==> config.mk <==
export PLATFORM = sky130hd
export DESIGN_NAME = regfile_write_arbiter
export DESIGN_NICKNAME = d
export VERILOG_FILES = /design/src/rtl/regfile_write_arbiter.sv
export SDC_FILE = /design/constraint.sdc
export NUM_CORES = 1
export LEC_CHECK = 0
export BUFFER_PORTS_ARGS = -buffer_cell sky130_fd_sc_hd__buf_2
export CELL_PAD_IN_SITES_DETAIL_PLACEMENT = 0
export CELL_PAD_IN_SITES_GLOBAL_PLACEMENT = 1
export CORE_ASPECT_RATIO = 1.1
export CORE_MARGIN = 1
export CORE_UTILIZATION = 34
export CTS_CLUSTER_SIZE = 30
export DETAILED_ROUTE_END_ITERATION = 12
export GPL_ROUTABILITY_DRIVEN = 0
export PLACE_DENSITY = 0.88
export SYNTH_ARGS = -nofsm -noshare
export SYNTH_HDL_FRONTEND = slang
export SYNTH_SLANG_ARGS = --single-unit
==> constraint.sdc <==
create_clock -name Clk -period 3.2 [get_ports Clk]
set_clock_uncertainty 0.15 [all_clocks]
set_input_delay 0.16 -clock Clk [delete_from_list [all_inputs] [get_ports Clk]]
set_output_delay 0.16 -clock Clk [all_outputs]
set_load 0.05 [all_outputs]
==> src/rtl/regfile_write_arbiter.sv <==
// regfile_write_arbiter
//   Two-requester write arbiter in front of a register-file write port.
//   The grant is combinational and alternates on contention. The granted
//   request becomes a one-cycle registered write. Writes to register 0 are
//   accepted but never enabled. Committed writes are counted, and the
//   counter saturates at all-ones. Hazard flags compare the read addresses
//   with the write that is currently in flight.
// Ports
//   Clk, Rst_n                        clock, async active-low reset
//   ValidA/B, AddrA/B, DataA/B        write requests from A and B
//   ReadyA/B                          grant; transfer = Valid & Ready
//   Hold                              blocks all grants while high
//   RegWrite, WriteRegister, WriteData   registered write port
//   ReadRegister1/2, Hazard1/2        read addresses and in-flight match
//   CommitCount                       saturating count of enabled writes
module regfile_write_arbiter #(
  parameter int width        = 32,
  parameter int addresswidth = 5,
  parameter int countwidth   = 16
) (
  input  logic                    Clk,
  input  logic                    Rst_n,
  input  logic                    ValidA,
  input  logic [addresswidth-1:0] AddrA,
  input  logic [width-1:0]        DataA,
  output logic                    ReadyA,
  input  logic                    ValidB,
  input  logic [addresswidth-1:0] AddrB,
  input  logic [width-1:0]        DataB,
  output logic                    ReadyB,
  input  logic                    Hold,
  output logic                    RegWrite,
  output logic [addresswidth-1:0] WriteRegister,
  output logic [width-1:0]        WriteData,
  input  logic [addresswidth-1:0] ReadRegister1,
  input  logic [addresswidth-1:0] ReadRegister2,
  output logic                    Hazard1,
  output logic                    Hazard2,
  output logic [countwidth-1:0]   CommitCount
);

  typedef enum logic {PRIO_A = 1'b0, PRIO_B = 1'b1} prio_t;

  prio_t prio, prioNext;
  logic  grantA, grantB;

  // Grants are gated by Rst_n so that nothing is accepted during reset.
  always_comb begin
    grantA   = 1'b0;
    grantB   = 1'b0;
    prioNext = prio;
    if (Rst_n && !Hold) begin
      if (ValidA && (!ValidB || prio == PRIO_A)) grantA = 1'b1;
      else if (ValidB)                          grantB = 1'b1;
    end
    if (grantA)      prioNext = PRIO_B;
    else if (grantB) prioNext = PRIO_A;
  end

  assign ReadyA = grantA;
  assign ReadyB = grantB;

  always_ff @(posedge Clk or negedge Rst_n) begin
    if (!Rst_n) prio <= PRIO_A;
    else        prio <= prioNext;
  end

  // Address/data load on every transfer, including transfers to register 0.
  // The enable is the only thing suppressed for register 0.
  always_ff @(posedge Clk or negedge Rst_n) begin
    if (!Rst_n) begin
      RegWrite      <= 1'b0;
      WriteRegister <= '0;
      WriteData     <= '0;
    end else if (grantA) begin
      RegWrite      <= (AddrA != '0);
      WriteRegister <= AddrA;
      WriteData     <= DataA;
    end else if (grantB) begin
      RegWrite      <= (AddrB != '0);
      WriteRegister <= AddrB;
      WriteData     <= DataB;
    end else begin
      RegWrite      <= 1'b0;
    end
  end

  always_ff @(posedge Clk or negedge Rst_n) begin
    if (!Rst_n)                             CommitCount <= '0;
    else if (RegWrite && CommitCount != '1) CommitCount <= CommitCount + countwidth'(1);
  end

  assign Hazard1 = RegWrite && (ReadRegister1 == WriteRegister);
  assign Hazard2 = RegWrite && (ReadRegister2 == WriteRegister);

endmodule
==> Word level (Yosys, flattened, before mapping) <==
Cells that the tools add are included.
{ "totals": {"ff_bits": 55, "in_bits": 89, "out_inout_bits": 58, "wordCells": 34} }
{ "op_classes": {"add_sub_neg": 1, "n_eq_ne": 3, "mux": 13, "bitwise": 1, "n_reduce_logical": 11} }
{ "ops": {"columns": ["cell", "n"], "rows": [
  ["32-bit 2-to-1 mux", 2],
  ["16-bit by 1-bit adder with 16-bit output, second input constant", 1],
  ["16-bit != test, second input constant", 1],
  ["5-bit == test", 2],
  ["5-bit 2-to-1 mux", 2],
  ["5-bit nonzero test", 2],
  ["1-bit 2-to-1 mux", 9],
  ["1-bit logical AND", 5],
  ["1-bit zero test", 2],
  ["2-bit nonzero test", 1],
  ["1-bit logical OR", 1],
  ["1-bit inverter", 1]
]} }

==> Depth between registers and ports, before layout <==
{ "depth": {"ltp_word": 7, "depth_mapped": 6, "ltp_nobuf": 5} }

==> Least setup slack after synthesis <==
OpenSTA, ideal clock, no wires.
{ "synth_path": {"path_type": "flip-flop to flip-flop", "from": "register CommitCount[2]", "to": "register CommitCount[1]", "setup_ns": 0.128, "arrival_time_ns": 1.900, "t_required_ns": 2.922, "path_slack_ns": 1.022, "stages_incl_launch_ff": 5, "path_buffers": 0, "synth_period_minus_slack_ns": 2.178, "path_cell_list": "dfrtp_1 nand4_1 or4_4 nand2_2 mux2_1"} }
{ "synth_via": {"elab_chain_cells": 2} }
{ "synth_lines": {"columns": ["item", "line_no", "source"], "rows": [
  ["start: declaration", "39", "output logic [countwidth-1:0] CommitCount"],
  ["start signal: assignment", "90", "else if (RegWrite && CommitCount != '1) CommitCount <= CommitCount + countwidth'(1);"],
  ["16-bit != test", "90", null],
  ["1-bit logical AND", "90", null]
]} }
No other way between the ends.
A chain may end at the register's enable or synchronous reset.

==> Final worst setup path <==
{ "layout_path": {"from": "input Rst_n", "to": "register WriteData[25]"} }
{ "layout_via": {"elab_chain_cells": 3, "word_cells_on_any_way": 5, "cone_classes": "mux: 3; reduce/logical: 2"} }
{ "layout_lines": {"columns": ["item", "line_no", "source"], "rows": [
  ["start: declaration", "22", "input logic Rst_n,"],
  ["1-bit logical AND *", "52", "if (Rst_n && !Hold) begin"],
  ["1-bit 2-to-1 mux", "52", null],
  ["32-bit 2-to-1 mux / 2-bit nonzero test (equally long branches)", null, null],
  ["end signal: assignment", "78", "WriteData <= DataA;"],
  ["end signal: assignment", "82", "WriteData <= DataB;"],
  ["end: declaration", "34", "output logic [width-1:0] WriteData,"]
]} }
Mark *: on every way between the ends. The rest lies on a longest branch, timed or not.

==> qor.tcl <==
set qor(avgSynthCellArea_um2) 9.72
set qor(run_status) {finished with violations}
set qor(drt_iter0_markers) 100
set qor(synth-edff-count) 0
set qor(number_of_clock_sinks) 55
set qor(synthArstFlopShare_pct) 100
set qor(initial_core_util_pct) 35.8
set qor(dpl.cell_count) 486
set qor(drv_slew) 0
set qor(drt_pass1_iterations) 11
set qor(max-clock-path-buffers) 2
set qor(timing.hold.worst_path_depth) 3
set qor(grt_setup_unrepaired) {no}
set qor(drive_gt1_share_pct) 36.0
set qor(r2r.worst_path.cells) 5
set qor(fillerInstances) 641
set qor(drc_errors) 9
set qor(crit_path_leading_delay_family) {buffers and inverters}
set qor(synth-simple-area-share_pct) 14.9
set qor(yosys_warnings) 0
set qor(placed_area_mm2) 0.00337
set qor(synth_top_family_by_area) {compound AO/OA/AOI/OAI gates}
set qor(syn_to_final_growth_pct) 51.9
set qor(post_drt_via_cell_ratio) 5.07
set qor(antennaDiodeCount) 0
set qor(ctsHtreeMaxLevel) 2
set qor(max_cap_violations) 0
set qor(setup_viol) 0
set qor(chipHeight_um) 93.1
set qor(critPathMaxFanout) 28
set qor(list_of_cells_traversed_by_the_critical_path) {dlygate4sd3_1, buf_2, nand3b_1, a21o_1, inv_2, nor2_1, a21oi_1}
set qor(rr_endpoint) {WriteData[25]}
set qor(post_synthesis_instance_total) 264
set qor(insertion_delay_ns) 0.29
set qor(cts_inserted_buffers) 5
set qor(wl_um) 7520
set qor(worstSetupPathType) {in2reg}
set qor(finalWorstPathRequiredPeriod_ns) 2.50
set qor(layout.cell_area.non_filler_mm2) 0.00390
set qor(synth-seq-cells) 55
set qor(die_x_um) 84.8
set qor(p_leak_uw) 0.00193
set qor(failed_checks) {design-rule violations}
set qor(synth.yosys.seq_area_share_pct) 53.6
set qor(hold_end) {WriteData[15]}
set qor(timing.critical_path.required_ns) 3.20
set qor(finalNetCount) 540
set qor(io_pins) 147
set qor(first_global_vias) 2623
set qor(synthAdderAreaFrac_pct) 0.488
set qor(setup_tns_ns) 0
set qor(cts.repair.resized) 0
set qor(ys_dominant_reg_cell) {dfrtp_1}
set qor(final.hold.worst_slack_ns) 0.00683
set qor(grt_antenna_before_repair) 0
set qor(slew_of_the_pin_with_the_lowest_slew_margin_ns) 0.737
set qor(root_buffer) {clkbuf_8}
set qor(crit_arrival_ns) 2.50
set qor(via_count) 2714
set qor(syn_nets) 354
set qor(hpwlAfterDp_um) 5370
set qor(final-instance-count-excl-fill) 535
set qor(tritoncts) {built}
set qor(r2r_start) {prio}
set qor(io_buffer_count) 146
set qor(synth_cell_types) 31
set qor(area_fraction_of_the_dominant_cell_type_after_synthesis_pct) 53.6
set qor(hold_violations) 0
set qor(synth_xor_area_share_pct) 7.85
set qor(reg2reg_setup_slack_ns) 0.88
set qor(finalCoreUtilization_pct) 54.4
set qor(netlist_area_mm2) 0.00257
set qor(area_of_all_sequential_standard_cells_mm2) 0.00138
set qor(core_region_area_mm2) 0.00717
set qor(post_synth_main_area_contributors) {dfrtp_1 54%, o22ai_1 8.8%, o21ai_0 5.1%}
set qor(vdd_drop_max_mv) 0.354
set qor(power.density_cell_area_mw_per_mm2) 608
set qor(fin_crit_sh_pct) 78.1
set qor(critPathMaxStageDelay_ns) 0.66
set qor(grt_start_max_net_pins) 56
set qor(multi_input_comb_area_mm2) 0.00107
set qor(cts_clk_pin_slew_worst_paths_ns) 0.09
set qor(placement_rows) 32
set qor(buf_inv_on_cp) 3
set qor(synth_top_cell_by_area) {dfrtp_1}
set qor(gr-usage-all-layers_pct) 19.9
set qor(worst_hold_path_type) {in2reg}
set qor(startpoint_kind_of_the_worst_setup_timing_path) {primary input}
set qor(worst_max_slew_margin_expressed_relative_to_the_limit_pct) 50.7
set qor(fmax_ghz) 0.400
set qor(route.detailed.wl_per_inst_um) 14.1
set qor(grt_first_pass_wirelength_um) 12400
set qor(worstHoldStart) {DataA[15]}
set qor(layout_common_cells) {146 x buf_2, 55 x dfrtp_1, 42 x dlygate4sd3_1, 36 x o22ai_1, 33 x nand2_1}
set qor(slowest_stage) {nor2_1}
set qor(critical_path.endpoint_type) {flip-flop}
set qor(final_common_cell) {buf_2}
set qor(grt_remaining_overflow) 0
set qor(ant_nets) 0
set qor(fraction_of_the_mapped_netlist_area_in_compound_gates_pct) 17.9
set qor(floorplan.die_area_mm2) 0.00790
set qor(synthMuxAreaShare_pct) 0.439
[worst max path at each step]
stage / startpoint / endpoint / slack [ns] / cells past startpoint
floorplan: CommitCount[2] / CommitCount[1] / 1.02 / 4
global placement: prio / WriteData[26] / 0.99 / 5
detailed placement: prio / WriteData[25] / 0.89 / 5
CTS: Rst_n / WriteData[25] / 0.70 / 7
global route: Rst_n / WriteData[25] / 0.46 / 7
finish: Rst_n / WriteData[25] / 0.70 / 7
[cell type report]
class                   instances  area share, %
inverters                      17           1.64
well taps                      85           2.73
flip-flops and latches         55           35.3
repair buffers                192           30.3
clock inverters                 1          0.770
clock buffers                   6           1.86
multi-input cells             179           27.4
[routing by layer]
layer / track usage [%] / wire (um)
met1: 25.0 / 3160
met2: 34.1 / 3680
met3: 4.68 / 610
met4: 5.65 / 70
met5: 0 / 0
[stage by stage]
step / power, uW / setup slack, ns
after global placement: 1900 / 0.994
final: 2370 / 0.701
after CTS: 2390 / 0.701
after floorplan: 1630 / 1.02
after global routing: 2510 / 0.457
after detailed placement: 1910 / 0.895
[synth_stat cells, drive strengths merged (3+ instances only)]
cell,instances
inv,17
and4,3
buf,4
xor2,9
a21oi,12
o22ai,36
o21ai,26
or4,4
clkbuf,9
nand2,34
nand3,9
dfrtp,55
nand4,9
and3,7
xnor2,14
nor2,5
[power by group]
| group | total, uW | internal (uW) | switching (uW) |
|---|---|---|---|
| Clock | 432 | 230 | 203 |
| Combinational | 985 | 279 | 706 |
| Sequential | 953 | 833 | 120 |
| Total | 2370 | 1340 | 1030 |
[flip-flops by register name (all words and copies together) (netlist names)]
| name | count |
|---|---|
| RegWrite | 1 |
| prio | 1 |
| WriteData | 32 |
| WriteRegister | 5 |
| CommitCount | 16 |
[timing repair]
action / 4_1_cts / 5_1_grt
hold buffers: 40 / 2
setup buffers: 0 / 0
hold endpoints to repair: 92 / 2
[worst register-to-register path: cells and delay by family, from the launching register on]
family                 cells  cell delay, ns
AND/OR/NAND/NOR            1            0.66
buffers and inverters      2            0.40
flip-flops                 1            0.40
AO/OA/AOI/OAI              2            0.56
[cells by family (layout without fill, tap and decap cells)]
logic type               after synthesis  in the layout
AND/OR/NAND/NOR                       75             75
flip-flops                            55             55
buffers and inverters                 30            216
AO/OA/AOI/OAI                         79             79
XOR/XNOR                              23             23
multiplexers                           1              1
adder cells (fa/ha/maj)                1              1
Power figures use the tool's default switching activity.
